[config.mk]
export PLATFORM = sky130hd
export DESIGN_NAME = operand_fetch_stage
export DESIGN_NICKNAME = d
export VERILOG_FILES = /design/src/rtl/operand_fetch_stage.sv
export SDC_FILE = /design/constraint.sdc
export NUM_CORES = 1
export LEC_CHECK = 0
export ABC_AREA = 1
export BUFFER_PORTS_ARGS = -buffer_cell sky130_fd_sc_hd__buf_2
export CORE_ASPECT_RATIO = 1.75
export CORE_MARGIN = 5
export CORE_UTILIZATION = 30
export DETAILED_ROUTE_END_ITERATION = 10
export GPL_ROUTABILITY_DRIVEN = 0
export PLACE_DENSITY_LB_ADDON = 0.25
export SYNTH_ARGS = -nofsm -noshare
export SYNTH_HDL_FRONTEND = slang
export SYNTH_SLANG_ARGS = --single-unit
[constraint.sdc]
create_clock -name clk -period 3.25 [get_ports clk]
set_input_delay 0.65 -clock clk [delete_from_list [all_inputs] [get_ports clk]]
set_output_delay 0.65 -clock clk [all_outputs]
set_load 0.1 [all_outputs]
[src/rtl/operand_fetch_stage.sv]
`default_nettype none
// ============================================================================
//  Module      : operand_fetch_stage
//  Description : ID/EX boundary stage. Drives the register file read
//                addresses, resolves RAW hazards by forwarding from EX, MEM
//                and WB (in that priority), detects load-use hazards and
//                inserts a one-cycle bubble, and registers the resolved
//                operands plus control into the EX pipeline register with a
//                valid/ready stall handshake and a flush.
//  Optional    : `define OF_PERF_CNT_EN to enable the saturating load-use
//                stall counter on stall_count (otherwise it is tied to 0).
//  Ports       : clk/reset            - clock, async active-high reset
//                id_*                 - decoded instruction from ID
//                rf_op1/rf_op2        - register file read addresses (comb)
//                rf_rdData1/2         - register file read data (comb)
//                ex_*/mem_*/wb_*      - forwarding sources in later stages
//                ex_ready, flush      - EX back-pressure, pipeline kill
//                stall_out            - hold IF/ID this cycle (comb)
//                of_*                 - EX pipeline register outputs
//                stall_count          - load-use bubble counter
//  Revision    : 1.0 - initial release
// ============================================================================
module operand_fetch_stage #(
    parameter int DATA_W = 32,
    parameter int REG_AW = 4,
    parameter int CTRL_W = 8
) (
    input  logic              clk,
    input  logic              reset,
    input  logic              id_valid,
    input  logic [REG_AW-1:0] id_src1,
    input  logic [REG_AW-1:0] id_src2,
    input  logic              id_use1,
    input  logic              id_use2,
    input  logic [REG_AW-1:0] id_dst,
    input  logic              id_wr_en,
    input  logic              id_is_load,
    input  logic [CTRL_W-1:0] id_ctrl,
    output logic [REG_AW-1:0] rf_op1,
    output logic [REG_AW-1:0] rf_op2,
    input  logic [DATA_W-1:0] rf_rdData1,
    input  logic [DATA_W-1:0] rf_rdData2,
    input  logic [REG_AW-1:0] ex_dst,
    input  logic [REG_AW-1:0] mem_dst,
    input  logic [REG_AW-1:0] wb_dst,
    input  logic              ex_wr_en,
    input  logic              mem_wr_en,
    input  logic              wb_wr_en,
    input  logic              ex_is_load,
    input  logic [DATA_W-1:0] ex_result,
    input  logic [DATA_W-1:0] mem_result,
    input  logic [DATA_W-1:0] wb_data,
    input  logic              ex_ready,
    input  logic              flush,
    output logic              stall_out,
    output logic              of_valid,
    output logic [DATA_W-1:0] of_a,
    output logic [DATA_W-1:0] of_b,
    output logic [REG_AW-1:0] of_dst,
    output logic              of_wr_en,
    output logic              of_is_load,
    output logic [CTRL_W-1:0] of_ctrl,
    output logic [31:0]       stall_count
);

    // Registers 14 and 15 are write-protected: they never forward and never
    // create hazards, so sources naming them always read the file directly.
    localparam logic [REG_AW-1:0] PROT_BASE = REG_AW'(14);

    assign rf_op1 = id_src1;
    assign rf_op2 = id_src2;

    logic prot1, prot2;
    assign prot1 = (id_src1 >= PROT_BASE);
    assign prot2 = (id_src2 >= PROT_BASE);

    // A match requires an unprotected source; equal dst then cannot be
    // protected either, so the dst-side protection is implied.
    logic ex_hit1, mem_hit1, wb_hit1;
    logic ex_hit2, mem_hit2, wb_hit2;
    assign ex_hit1  = ex_wr_en  && (ex_dst  == id_src1) && !prot1;
    assign mem_hit1 = mem_wr_en && (mem_dst == id_src1) && !prot1;
    assign wb_hit1  = wb_wr_en  && (wb_dst  == id_src1) && !prot1;
    assign ex_hit2  = ex_wr_en  && (ex_dst  == id_src2) && !prot2;
    assign mem_hit2 = mem_wr_en && (mem_dst == id_src2) && !prot2;
    assign wb_hit2  = wb_wr_en  && (wb_dst  == id_src2) && !prot2;

    logic [DATA_W-1:0] opa, opb;
    always_comb begin
        opa = rf_rdData1;
        if (ex_hit1)       opa = ex_result;
        else if (mem_hit1) opa = mem_result;
        else if (wb_hit1)  opa = wb_data;

        opb = rf_rdData2;
        if (ex_hit2)       opb = ex_result;
        else if (mem_hit2) opb = mem_result;
        else if (wb_hit2)  opb = wb_data;
    end

    // A load in EX cannot forward yet; an instruction that really reads its
    // destination must wait one cycle and pick it up from MEM.
    logic hazard;
    assign hazard = id_valid && ex_is_load &&
                    ((id_use1 && ex_hit1) || (id_use2 && ex_hit2));

    logic valid_q, valid_d;
    logic [DATA_W-1:0] a_q, a_d, b_q, b_d;
    logic [REG_AW-1:0] dst_q, dst_d;
    logic              wr_en_q, wr_en_d, is_load_q, is_load_d;
    logic [CTRL_W-1:0] ctrl_q, ctrl_d;

    logic hold, bubble;
    assign hold   = !flush && !ex_ready && valid_q;
    assign bubble = !flush && !hold && hazard;

    // Reset drives the state registers to zero, but hazard is purely
    // combinational from inputs, so gate it explicitly here.
    assign stall_out = !reset && (hold || bubble);

    always_comb begin
        valid_d   = valid_q;
        a_d       = a_q;
        b_d       = b_q;
        dst_d     = dst_q;
        wr_en_d   = wr_en_q;
        is_load_d = is_load_q;
        ctrl_d    = ctrl_q;
        if (flush || bubble) begin
            valid_d = 1'b0;
        end else if (!hold) begin
            valid_d   = id_valid;
            a_d       = opa;
            b_d       = opb;
            dst_d     = id_dst;
            wr_en_d   = id_wr_en;
            is_load_d = id_is_load;
            ctrl_d    = id_ctrl;
        end
    end

    always_ff @(posedge clk or posedge reset) begin
        if (reset) begin
            valid_q   <= 1'b0;
            a_q       <= '0;
            b_q       <= '0;
            dst_q     <= '0;
            wr_en_q   <= 1'b0;
            is_load_q <= 1'b0;
            ctrl_q    <= '0;
        end else begin
            valid_q   <= valid_d;
            a_q       <= a_d;
            b_q       <= b_d;
            dst_q     <= dst_d;
            wr_en_q   <= wr_en_d;
            is_load_q <= is_load_d;
            ctrl_q    <= ctrl_d;
        end
    end

    assign of_valid   = valid_q;
    assign of_a       = a_q;
    assign of_b       = b_q;
    assign of_dst     = dst_q;
    assign of_wr_en   = wr_en_q;
    assign of_is_load = is_load_q;
    assign of_ctrl    = ctrl_q;

`ifdef OF_PERF_CNT_EN
    logic [31:0] cnt_q, cnt_d;
    always_comb begin
        cnt_d = cnt_q;
        if (bubble && (cnt_q != 32'hFFFF_FFFF)) cnt_d = cnt_q + 32'd1;
    end
    always_ff @(posedge clk or posedge reset) begin
        if (reset) cnt_q <= 32'd0;
        else       cnt_q <= cnt_d;
    end
    assign stall_count = cnt_q;
`else
    assign stall_count = 32'd0;
`endif

endmodule
`default_nettype wire
# == Word level (Yosys, flattened, before mapping) ==
# Index checks and enable logic that the tools add are counted.
# totals
out_inout_bits,120
in_bits,205
regBits,79
wordCells,57
# op_classes
n_bitwise,2
order_cmp,2
eq_ne,7
mux,8
reduce_logical,31
# ops
operator,n
32-bit two-way mux,6
4-bit == test,6
1-bit logical AND,21
4-bit >= comparator (second input constant),2
1-bit zero test,6
1-bit logical OR,3
1-bit two-way mux,2
2-bit by 1-bit != test with 1-bit output (second input constant),1
1-bit NOT,2
2-bit AND reduction,1

# == Longest topological paths before layout ==
# Gate-level depths: netlist of run 1.
# logic_depth
word_depth,10
ltp_mapped,12
ltp_nobuf,11

# == Least setup slack after synthesis of run 1 ==
# No wires, ideal clock.
# synth_timing
path_type,reg2out
start,register valid_q (netlist: of_valid)
end,output stall_out
t_required_ns,2.600
arrival_ns,2.830
path_slack_ns,-0.230
path_stages_with_launch,6
path_cell_list,dfrtp_1 -> nand2_1 -> inv_1 -> nor2_1 -> nand3_2 -> a21oi_1
# synth_via
elab_chain_len,6
# synth_rtl
item,line,text
"start, declared",107,"logic valid_q, valid_d;"
"start signal, assigned",152,valid_q <= valid_d;
1-bit logical AND (*),114,assign hold = !flush && !ex_ready && valid_q;
1-bit zero test,-,
1-bit logical AND (2 in a row),115,assign bubble = !flush && !hold && hazard;
1-bit logical OR (*),119,assign stall_out = !reset && (hold || bubble);
1-bit logical AND (*),119,
"end, declared",55,"output logic stall_out,"
# Every way passes the cells marked *; elsewhere a longest branch is shown, timed or not.

# == Final worst setup path of run 1 ==
# layout_timing
start,input id_src1[1]
end,output stall_out
# layout_via
elab_chain_len,9
# layout_rtl
item,line,text
"start, declared",31,"input logic [REG_AW-1:0] id_src1,"
4-bit >= comparator or 4-bit == test (tied branches),"74, 81",
1-bit zero test or 1-bit logical AND (tied branches),81,assign ex_hit1 = ex_wr_en && (ex_dst == id_src1) && !prot1;
1-bit logical AND (*),81,
1-bit logical AND (*),105,((id_use1 && ex_hit1) || (id_use2 && ex_hit2));
1-bit logical OR (*),105,
1-bit logical AND (*),104,assign hazard = id_valid && ex_is_load &&
1-bit logical AND (*),115,
1-bit logical OR (*),119,
1-bit logical AND (*),119,
# Marks and branches as above.

==> results of run 1 <==
-- where the power goes --
| part | internal [mW] | switching, mW |
|---|---|---|
| clock network | 0.536 | 0.496 |
| registers | 1.12 | 0.0790 |
| logic | 0.363 | 1.78 |
| total | 2.01 | 2.35 |
-- synth_stat cells, drive strengths merged --
| cell | instances | area share (%) |
|---|---|---|
| or2 | 1 | 0.092 |
| clkbuf | 17 | 0.94 |
| a21oi | 4 | 0.57 |
| xor2 | 1 | 0.13 |
| dfrtp | 79 | 29 |
| o22ai | 1 | 0.092 |
| nand4 | 32 | 2.9 |
| nand2 | 484 | 27 |
| nand3 | 240 | 18 |
| nor2 | 14 | 0.88 |
| buf | 90 | 8.4 |
| inv | 217 | 12 |
| o21ai | 4 | 0.29 |
| conb | 1 | 0.055 |
-- metrics by stage --
| step | cells | hold slack, ns | worst slack [ns] |
|---|---|---|---|
| after detailed placement | 1725 | 0.454 | 0.439 |
| after global placement | 1725 | 0.449 | 0.483 |
| final | 1746 | 0.469 | 0.448 |
| after global routing | 1746 | 0.486 | 0.345 |
| after floorplan | 1216 | 0.760 | 0.283 |
| after CTS | 1741 | 0.472 | 0.437 |
-- worst register-to-register path: stages, from the launching register on --
cell and delay [ns]:
dfrtp_1 0.38, nand2_1 0.12, inv_1 0.05, nor2_1 0.30, nand3_2 0.19, nand2_4 0.34
buf_12 0.29, nand2_1 0.12, nand2_1 0.08
-- how the worst max path moves through the flow --
stage | slack, ns | endpoint | start
after detailed placement | 0.44 | stall_out | id_src1[1]
after global placement | 0.48 | stall_out | id_src1[0]
after global routing | 0.35 | stall_out | id_src2[3]
final | 0.45 | stall_out | id_src1[1]
after floorplan | 0.28 | stall_out | of_valid$_DFFE_PP0P_
after CTS | 0.44 | stall_out | id_src1[1]
-- flip-flops by register name, indices dropped and copies added (netlist names) --
signal,count
of_valid,1
of_ctrl,8
of_a,32
of_is_load,1
of_b,32
of_wr_en,1
of_dst,4
-- per-layer routing --
layer	track usage, %	share of wire (%)
met5	0	0.040
met4	13.4	5.1
met3	3.98	7.0
met2	41.8	53
met1	23.7	35
-- area by class of cell --
type                    instances  share of cell area [%]
inverters                     217                    9.38
well taps                     300                    4.31
diodes                          5                   0.144
clock buffers                   9                    2.59
repair buffers                316                    19.0
flip-flops and latches         79                    22.7
clock inverters                 7                   0.747
multi-input cells             813                    41.1
-- cell families (layout without fill, tap and decap cells) --
family	count (synthesis)	count (layout)	share of synthesized area [%]
xor gates and xnor gates	1	1	0.129
buffers and inverters	324	549	21.4
and+or+nand+nor	771	771	48.4
other	1	37	0.0551
DFF	79	79	29.1
AOI/OAI and AO/OA	9	9	0.957
==> summary.txt, run 1 <==
Largest stage delay, worst path - 0.43 ns
DR WL/cell - 17.3 µm
Final setup fails - 0
IO Pins - 325
Worst setup SP type - input pin
Mapped cell area - 6800 µm²
Largest net degree at the start of global routing - 80
First-pass GRT wire length - 44900 µm
Critical path's slowest cell - buf_2
Die height - 209 µm
Total number of vias - 8311
Worst flop-to-flop path startpoint - of_valid$_DFFE_PP0P_
Worst IR drop on VDD - 0.230 mV
FF+latch count, synth - 79
Share of cells above drive strength 1 - 25.0%
Pwr Density - 502 nW/µm²
Starting Density - 30.1%
Max-cap violations - 0
Vias in the first global route - 8270
Final instance area - 8710 µm²
Clock Latency Late Sink - 0.36 ns
Reg2reg end - of_a[0]$_DFFE_PP0P_
H-tree depth - 3
DRT iter0 DRCs - 586
Placed cell area - 8400 µm²
Worst-Margin Slew - 1.09 ns
Die area - 25900 µm²
Setup TNS - 0 ns
Critical path arrival - 2.15 ns
Fin crit share - 86.2%
CP Max Fanout - 7
Ys Warns - 0
Post-route core utilization - 38.6%
RSZ-0062 raised after global routing - false
Routed wire length - 30200 µm
Synth-to-Final Area Change - 28.0%
Initial antenna violation count - 6
DRC violations left - 0
Clock Sinks - 79
CTS resizes - 0
Hold_buf cts - 0
Levels on crit path - 10
Fill count - 2587
CTS Buf Count - 9
Slew Limit Fails - 0
Hold EP - of_ctrl[6]$_DFFE_PP0P_
Critical Path, Cell by Cell - buf_2, inv_2, nand2_1, nand3_1, nor2_1, nand3_1, nand2_2, nand3_2, a21oi_2, buf_2
Global-route usage over all layers - 22.9%
Core area - 22600 µm²
Mean post-synth cell area - 5.74 µm²
Row Count - 73
Via/cell ratio - 4.76
Outcome - finished, final reports clean
Post-DP HPWL - 22400 µm
CP top delay family - simple AND/OR/NAND/NOR gates
Final Hold Vio Count - 0
Static Leak - 5.55 nW
Hold depth - 2
Crit path time final - 2.80 ns
Register area - 1980 µm²
Die width - 124 µm
Hold Crit Start - of_ctrl[6]$_DFFE_PP0P_
Crit end category - output port
CTS tree - yes
Syn Inst Count - 1185
Clock Skew - 0.00803 ns
IO buf count - 292
WP data required - 2.60 ns
Reg2Reg Setup Slack - 1.32 ns
Setup bufs post-CTS - 0
Overall Power - 4.37 mW
FMAX - 357 MHz
WP buf/inv - 3
Slew HR - 27.0%
Multi-input gate area - 3580 µm²
CTS clk-pin slew, worst paths - 0.07 ns
Deepest clock path buffer count - 2
Nets - 1641
Hold crit path type - flip-flop to flip-flop
Pre-Repair DR Iteration Count - 5
R2R cell count - 8
CTS root buffer - clkbuf_16
Commonest non-fill, non-tap cell in the layout - nand2_1
Routed Antenna Nets - 0
Remaining global-route overflow - 0
Most frequent cells in the layout - 477 x nand2_1, 292 x buf_2, 238 x nand3_1
Sequential area share after synthesis - 29.1%
Crit Path Class - input pin to output port
Post-synth cell types - 23
(Power assumes the default switching activity.)
==> inputs of run 2 (changes only) <==
- clock period: 3.25 -> 3 ns (I/O delays scaled with it)
==> summary.txt, run 2 (synthesis results as in run 1) <==
Hold EP - of_ctrl[5]$_DFFE_PP0P_
Clock Sinks - 79 (unchanged)
Routed Antenna Nets - 0 (unchanged)
Largest net degree at the start of global routing - 80 (unchanged)
Die height - 209 µm (unchanged)
Internal cell power - 2.19 mW (+8.5%)
Vias in the first global route - 8504 (+2.8%)
Fin crit share - 84.6%
Slew Limit Fails - 0 (unchanged)
Sw frac - 53.9% (about the same)
R2R cell count - 8 (unchanged)
Global-route usage over all layers - 22.7% (-0.21 points)
Largest stage delay, worst path - 0.20 ns (-0.23 ns)
Clock Skew - 0.00919 ns (+0.00116 ns)
CP Max Fanout - 8 (+1)
Die width - 124 µm (unchanged)
CP dominant cell by count - nand3_1
CTS tree - yes
Multi-input gate area - 3580 µm² (unchanged)
Worst setup SP type - input pin
Row Count - 73 (unchanged)
Share of power burned in registers - 27.2% (about the same)
Crit Path Class - input pin to output port
Setup TNS - 0 ns (unchanged)
DRC violations left - 0 (unchanged)
Outcome - finished, final reports clean
IO Pins - 325 (unchanged)
Hold_buf cts - 0 (unchanged)
Critical Path, Cell by Cell - buf_2, nand3_1, nand3_1, nor2_1, nand3_1, nand2_2, nand3_2, a21oi_2, buf_12
Deepest clock path buffer count - 2 (unchanged)
WP data required - 2.40 ns (-0.20 ns)
Hold depth - 3 (+1)
Reg2reg end - of_a[26]$_DFFE_PP0P_
CTS Buf Count - 9 (unchanged)
Pwr Density - 543 nW/µm² (+8.2%)
Slew HR - 29.7% (+2.6 points)
Reg2Reg Setup Slack - 1.09 ns (-0.23 ns)
Die area - 25900 µm² (unchanged)
Post-DP HPWL - 22000 µm (-1.7%)
Starting Density - 30.1% (unchanged)
Register area - 1980 µm² (unchanged)
Final setup fails - 0 (unchanged)
Worst IR drop on VDD - 0.237 mV (+2.8%)
Final instance area - 8740 µm² (+0.36%)
CTS root buffer - clkbuf_16
Crit path time final - 2.54 ns
RSZ-0062 raised after global routing - false
Worst flop-to-flop path startpoint - of_valid$_DFFE_PP0P_
Max-cap violations - 0 (unchanged)
Commonest non-fill, non-tap cell in the layout - nand2_1
Worst-Margin Slew - 1.05 ns (-0.0397 ns)
Via/cell ratio - 4.79 (+0.72%)
CTS resizes - 0 (unchanged)
Hold Crit Start - id_ctrl[5]
IO buf count - 292 (unchanged)
Critical path's slowest cell - a21oi_2
Fill count - 2608 (+0.81%)
Share of cells above drive strength 1 - 25.1% (+0.10 points)
Nets - 1643 (+0.12%)
Static Leak - 5.56 nW (+0.28%)
DRT iter0 DRCs - 546 (-6.8%)
First-pass GRT wire length - 45000 µm (+0.23%)
Hold crit path type - input pin to flip-flop
Clock power frac - 23.9% (+0.3 points)
Setup bufs post-CTS - 0 (unchanged)
CTS clk-pin slew, worst paths - 0.07 ns (about the same)
Clock Latency Late Sink - 0.35 ns (about the same)
Initial antenna violation count - 7 (+1)
Combinational share of power - 48.9% (about the same)
Worst setup path start - id_src1[2]
Placed cell area - 8430 µm² (+0.36%)
Most frequent cells in the layout - 477 x nand2_1, 291 x buf_2, 238 x nand3_1
Crit end category - output port
Critical path arrival - 1.94 ns (-0.21 ns)
Remaining global-route overflow - 0 (unchanged)
Final Hold Vio Count - 0 (unchanged)
Net Sw Power - 2.56 mW (+8.6%)
Routed wire length - 30000 µm (-0.82%)
DR WL/cell - 17.1 µm (-0.99%)
Core area - 22600 µm² (unchanged)
Total number of vias - 8385 (+0.89%)
H-tree depth - 3 (unchanged)
FMAX - 394 MHz
Synth-to-Final Area Change - 28.5%
Pre-Repair DR Iteration Count - 5 (unchanged)
## run 2: per-stage QoR
step           util (%)  hold WS (ns)  cells  setup WS (ns)  power, mW
2_1_floorplan         -         0.710   1216         0.0831       3.12
3_3_place_gp       37.4         0.448   1727          0.519       3.63
3_5_place_dp       37.4         0.453   1727          0.469       3.63
4_1_cts            38.7         0.433   1743          0.464       4.77
5_1_grt            38.7         0.445   1749          0.362       4.94
6_report           38.7         0.446   1749          0.461       4.74
## run 2: layout make-up
cell class / count / area share [%]
diodes: 6 / 0.172
clock buffers: 9 / 2.58
flip-flops and latches: 79 / 22.6
multi-input cells: 813 / 41.0
well taps: 300 / 4.30
clock inverters: 7 / 0.730
repair buffers: 318 / 19.3
inverters: 217 / 9.35
## run 2: worst max path at each step
stage | endpoint | slack (ns) | depth (start not counted)
floorplan | stall_out | 0.08 | 5
global placement | stall_out | 0.52 | 10
detailed placement | stall_out | 0.47 | 9
CTS | stall_out | 0.46 | 10
global route | stall_out | 0.36 | 9
finish | stall_out | 0.46 | 9
## run 2: power by group through the flow
stage	sequential [mW]	clock, mW	combinational, mW
after floorplan	2.36	0	0.755
after global placement	1.31	0	2.32
after detailed placement	1.31	0	2.32
after CTS	1.29	1.16	2.32
after global routing	1.31	1.19	2.44
final	1.29	1.13	2.32
## run 2: per-layer routing
layer | wire length [µm] | GRT usage (%)
met5 | 9 | 0
met4 | 1370 | 13.0
met3 | 2100 | 3.14
met2 | 15900 | 41.4
met1 | 10600 | 24.1
## run 2: worst max-delay path, delay by kind of cell
kind,cells,cell delay (ns)
AND/OR/NAND/NOR,6,0.77
buffers and inverters,2,0.35
AO/OA/AOI/OAI,1,0.20
==> inputs of run 3 (changes only) <==
- clock period: 3 -> 2.3 ns (I/O delays scaled with it)
==> summary.txt, run 3 (synthesis results as in run 1) <==
Worst flop-to-flop path startpoint - of_valid$_DFFE_PP0P_
Largest stage delay, worst path - 0.19 ns (about the same)
Worst IR drop on VDD - 0.305 mV (+29%)
Remaining global-route overflow - 0 (unchanged)
Initial antenna violation count - 8 (+1)
Clock Sinks - 79 (unchanged)
Internal cell power - 2.88 mW (+32%)
Post-DP HPWL - 23000 µm (+4.3%)
H-tree depth - 3 (unchanged)
Synth-to-Final Area Change - 31.3%
Slew Limit Fails - 0 (unchanged)
Core area - 22600 µm² (unchanged)
Die area - 25900 µm² (unchanged)
Crit path time final - 2.17 ns
CTS clk-pin slew, worst paths - 0.07 ns (about the same)
Commonest non-fill, non-tap cell in the layout - nand2_1
Share of power burned in registers - 27.3% (about the same)
Worst setup SP type - input pin
Final setup fails - 0 (unchanged)
Die height - 209 µm (unchanged)
DP Cell Count - 1741 (+0.81%)
Setup bufs post-CTS - 0 (unchanged)
Global-route usage over all layers - 23.0% (+0.31 points)
RSZ-0062 raised after global routing - false
Most frequent cells in the layout - 477 x nand2_1, 291 x buf_2, 238 x nand3_1
Overall Power - 6.20 mW (+31%)
CTS Buf Count - 9 (unchanged)
Worst-Margin Slew - 0.529 ns (-0.526 ns)
Outcome - finished, final reports clean
WP buf/inv - 3 (+1)
Die width - 124 µm (unchanged)
Via/cell ratio - 4.76 (-0.70%)
Sw frac - 53.6% (-0.31 points)
Final WS setup - 0.128 ns (-0.334 ns)
Static Leak - 5.64 nW (+1.4%)
CTS tree - yes
Clock Latency Late Sink - 0.35 ns (about the same)
Vias in the first global route - 8486 (-0.21%)
Nets - 1657 (+0.85%)
Cell Count, Final, Fillers Out - 1764 (+0.86%)
Pre-Repair DR Iteration Count - 5 (unchanged)
Crit Path Class - input pin to output port
Worst slack, placed - 0.108 ns (-0.360 ns)
DRT iter0 DRCs - 604 (+11%)
CP top delay family - simple AND/OR/NAND/NOR gates
First-pass GRT wire length - 45300 µm (+0.69%)
Fin crit share - 94.5%
DR WL/cell - 17.3 µm (+0.72%)
WP data required - 1.84 ns (-0.56 ns)
Critical Path, Cell by Cell - buf_2, inv_2, nand2_1, nand3_1, nor2_1, nand3_1, nand2_2, nand3_2, a21oi_4, buf_12
Hold_buf cts - 0 (unchanged)
FMAX - 460 MHz
Multi-input gate area - 3590 µm² (+0.28%)
Clock power frac - 23.2% (-0.7 points)
Critical path's slowest cell - buf_12
CP dominant cell by count - nand3_1
Hold crit path type - input pin to async pin
Slew HR - 65.0% (+35 points)
Largest net degree at the start of global routing - 80 (unchanged)
Combinational share of power - 49.5% (+0.6 points)
Net Sw Power - 3.32 mW (+30%)
CP Max Fanout - 5 (-3)
Reg2reg end - of_b[10]$_DFFE_PP0P_
Reg2Reg Setup Slack - 0.51 ns (-0.58 ns)
Deepest clock path buffer count - 2 (unchanged)
IO Pins - 325 (unchanged)
Total number of vias - 8398 (+0.16%)
Register area - 1980 µm² (unchanged)
IO buf count - 292 (unchanged)
Pwr Density - 694 nW/µm² (+28%)
Fill count - 2562 (-1.8%)
Routed wire length - 30500 µm (+1.6%)
Starting Density - 30.1% (unchanged)
Critical path arrival - 1.71 ns (-0.23 ns)
Max-cap violations - 0 (unchanged)
CTS root buffer - clkbuf_16
Crit end category - output port
Share of cells above drive strength 1 - 25.9% (+0.79 points)
Routed Antenna Nets - 0 (unchanged)
DRC violations left - 0 (unchanged)
Clock Skew - 0.00918 ns (-0.00000522 ns)
Final Hold Vio Count - 0 (unchanged)
Row Count - 73 (unchanged)
R2R cell count - 9 (+1)
## run 3: worst max path at each step
stage | startpoint | endpoint | slack (ns) | cells past startpoint
2_1_floorplan | of_valid$_DFFE_PP0P_ | stall_out | -0.20 | 5
3_3_place_gp | id_src2[1] | stall_out | 0.10 | 9
3_5_place_dp | id_src2[0] | stall_out | 0.11 | 10
4_1_cts | id_src2[0] | stall_out | 0.10 | 10
5_1_grt | id_src1[1] | stall_out | 0.04 | 10
6_report | id_src2[0] | stall_out | 0.13 | 10
## run 3: power by group through the flow
stage          clock network (mW)  logic [mW]  registers, mW
2_1_floorplan                   0       0.986           3.08
3_3_place_gp                    0        3.07           1.71
3_5_place_dp                    0        3.07           1.72
4_1_cts                      1.48        3.08           1.69
5_1_grt                      1.53        3.22           1.71
6_report                     1.44        3.07           1.69
## run 3: layout make-up
type	count	share of cell area (%)
clock inverters	7	0.673
flip-flops and latches	79	22.1
repair buffers	332	20.9
clock buffers	9	2.52
multi-input cells	813	40.2
well taps	300	4.20
diodes	7	0.196
inverters	217	9.16
## run 3: per-layer routing
layer	GRT usage, %	vias up	part of all wire [%]
li1	-	4075	-
met1	24.2	3863	36
met2	42.5	384	54
met3	3.44	74	6.5
met4	12.0	2	4.2
met5	0	-	0.023
## run 3: repair_timing
item,4_1_cts,5_1_grt
endpoints found under the setup margin,0,1
gates resized for setup,0,1
hold endpoints to repair,0,0
## run 3: stage by stage
stage | util [%] | hold WS (ns) | cell area [µm²] | setup TNS (ns)
after CTS | 39.5 | 0.0921 | 8910 | 0
after global routing | 39.6 | 0.116 | 8930 | 0
after detailed placement | 38.2 | 0.458 | 8620 | 0
after global placement | 38.2 | 0.452 | 8620 | 0
after floorplan | - | 0.570 | 6930 | -0.204
final | 39.6 | 0.104 | 8930 | 0
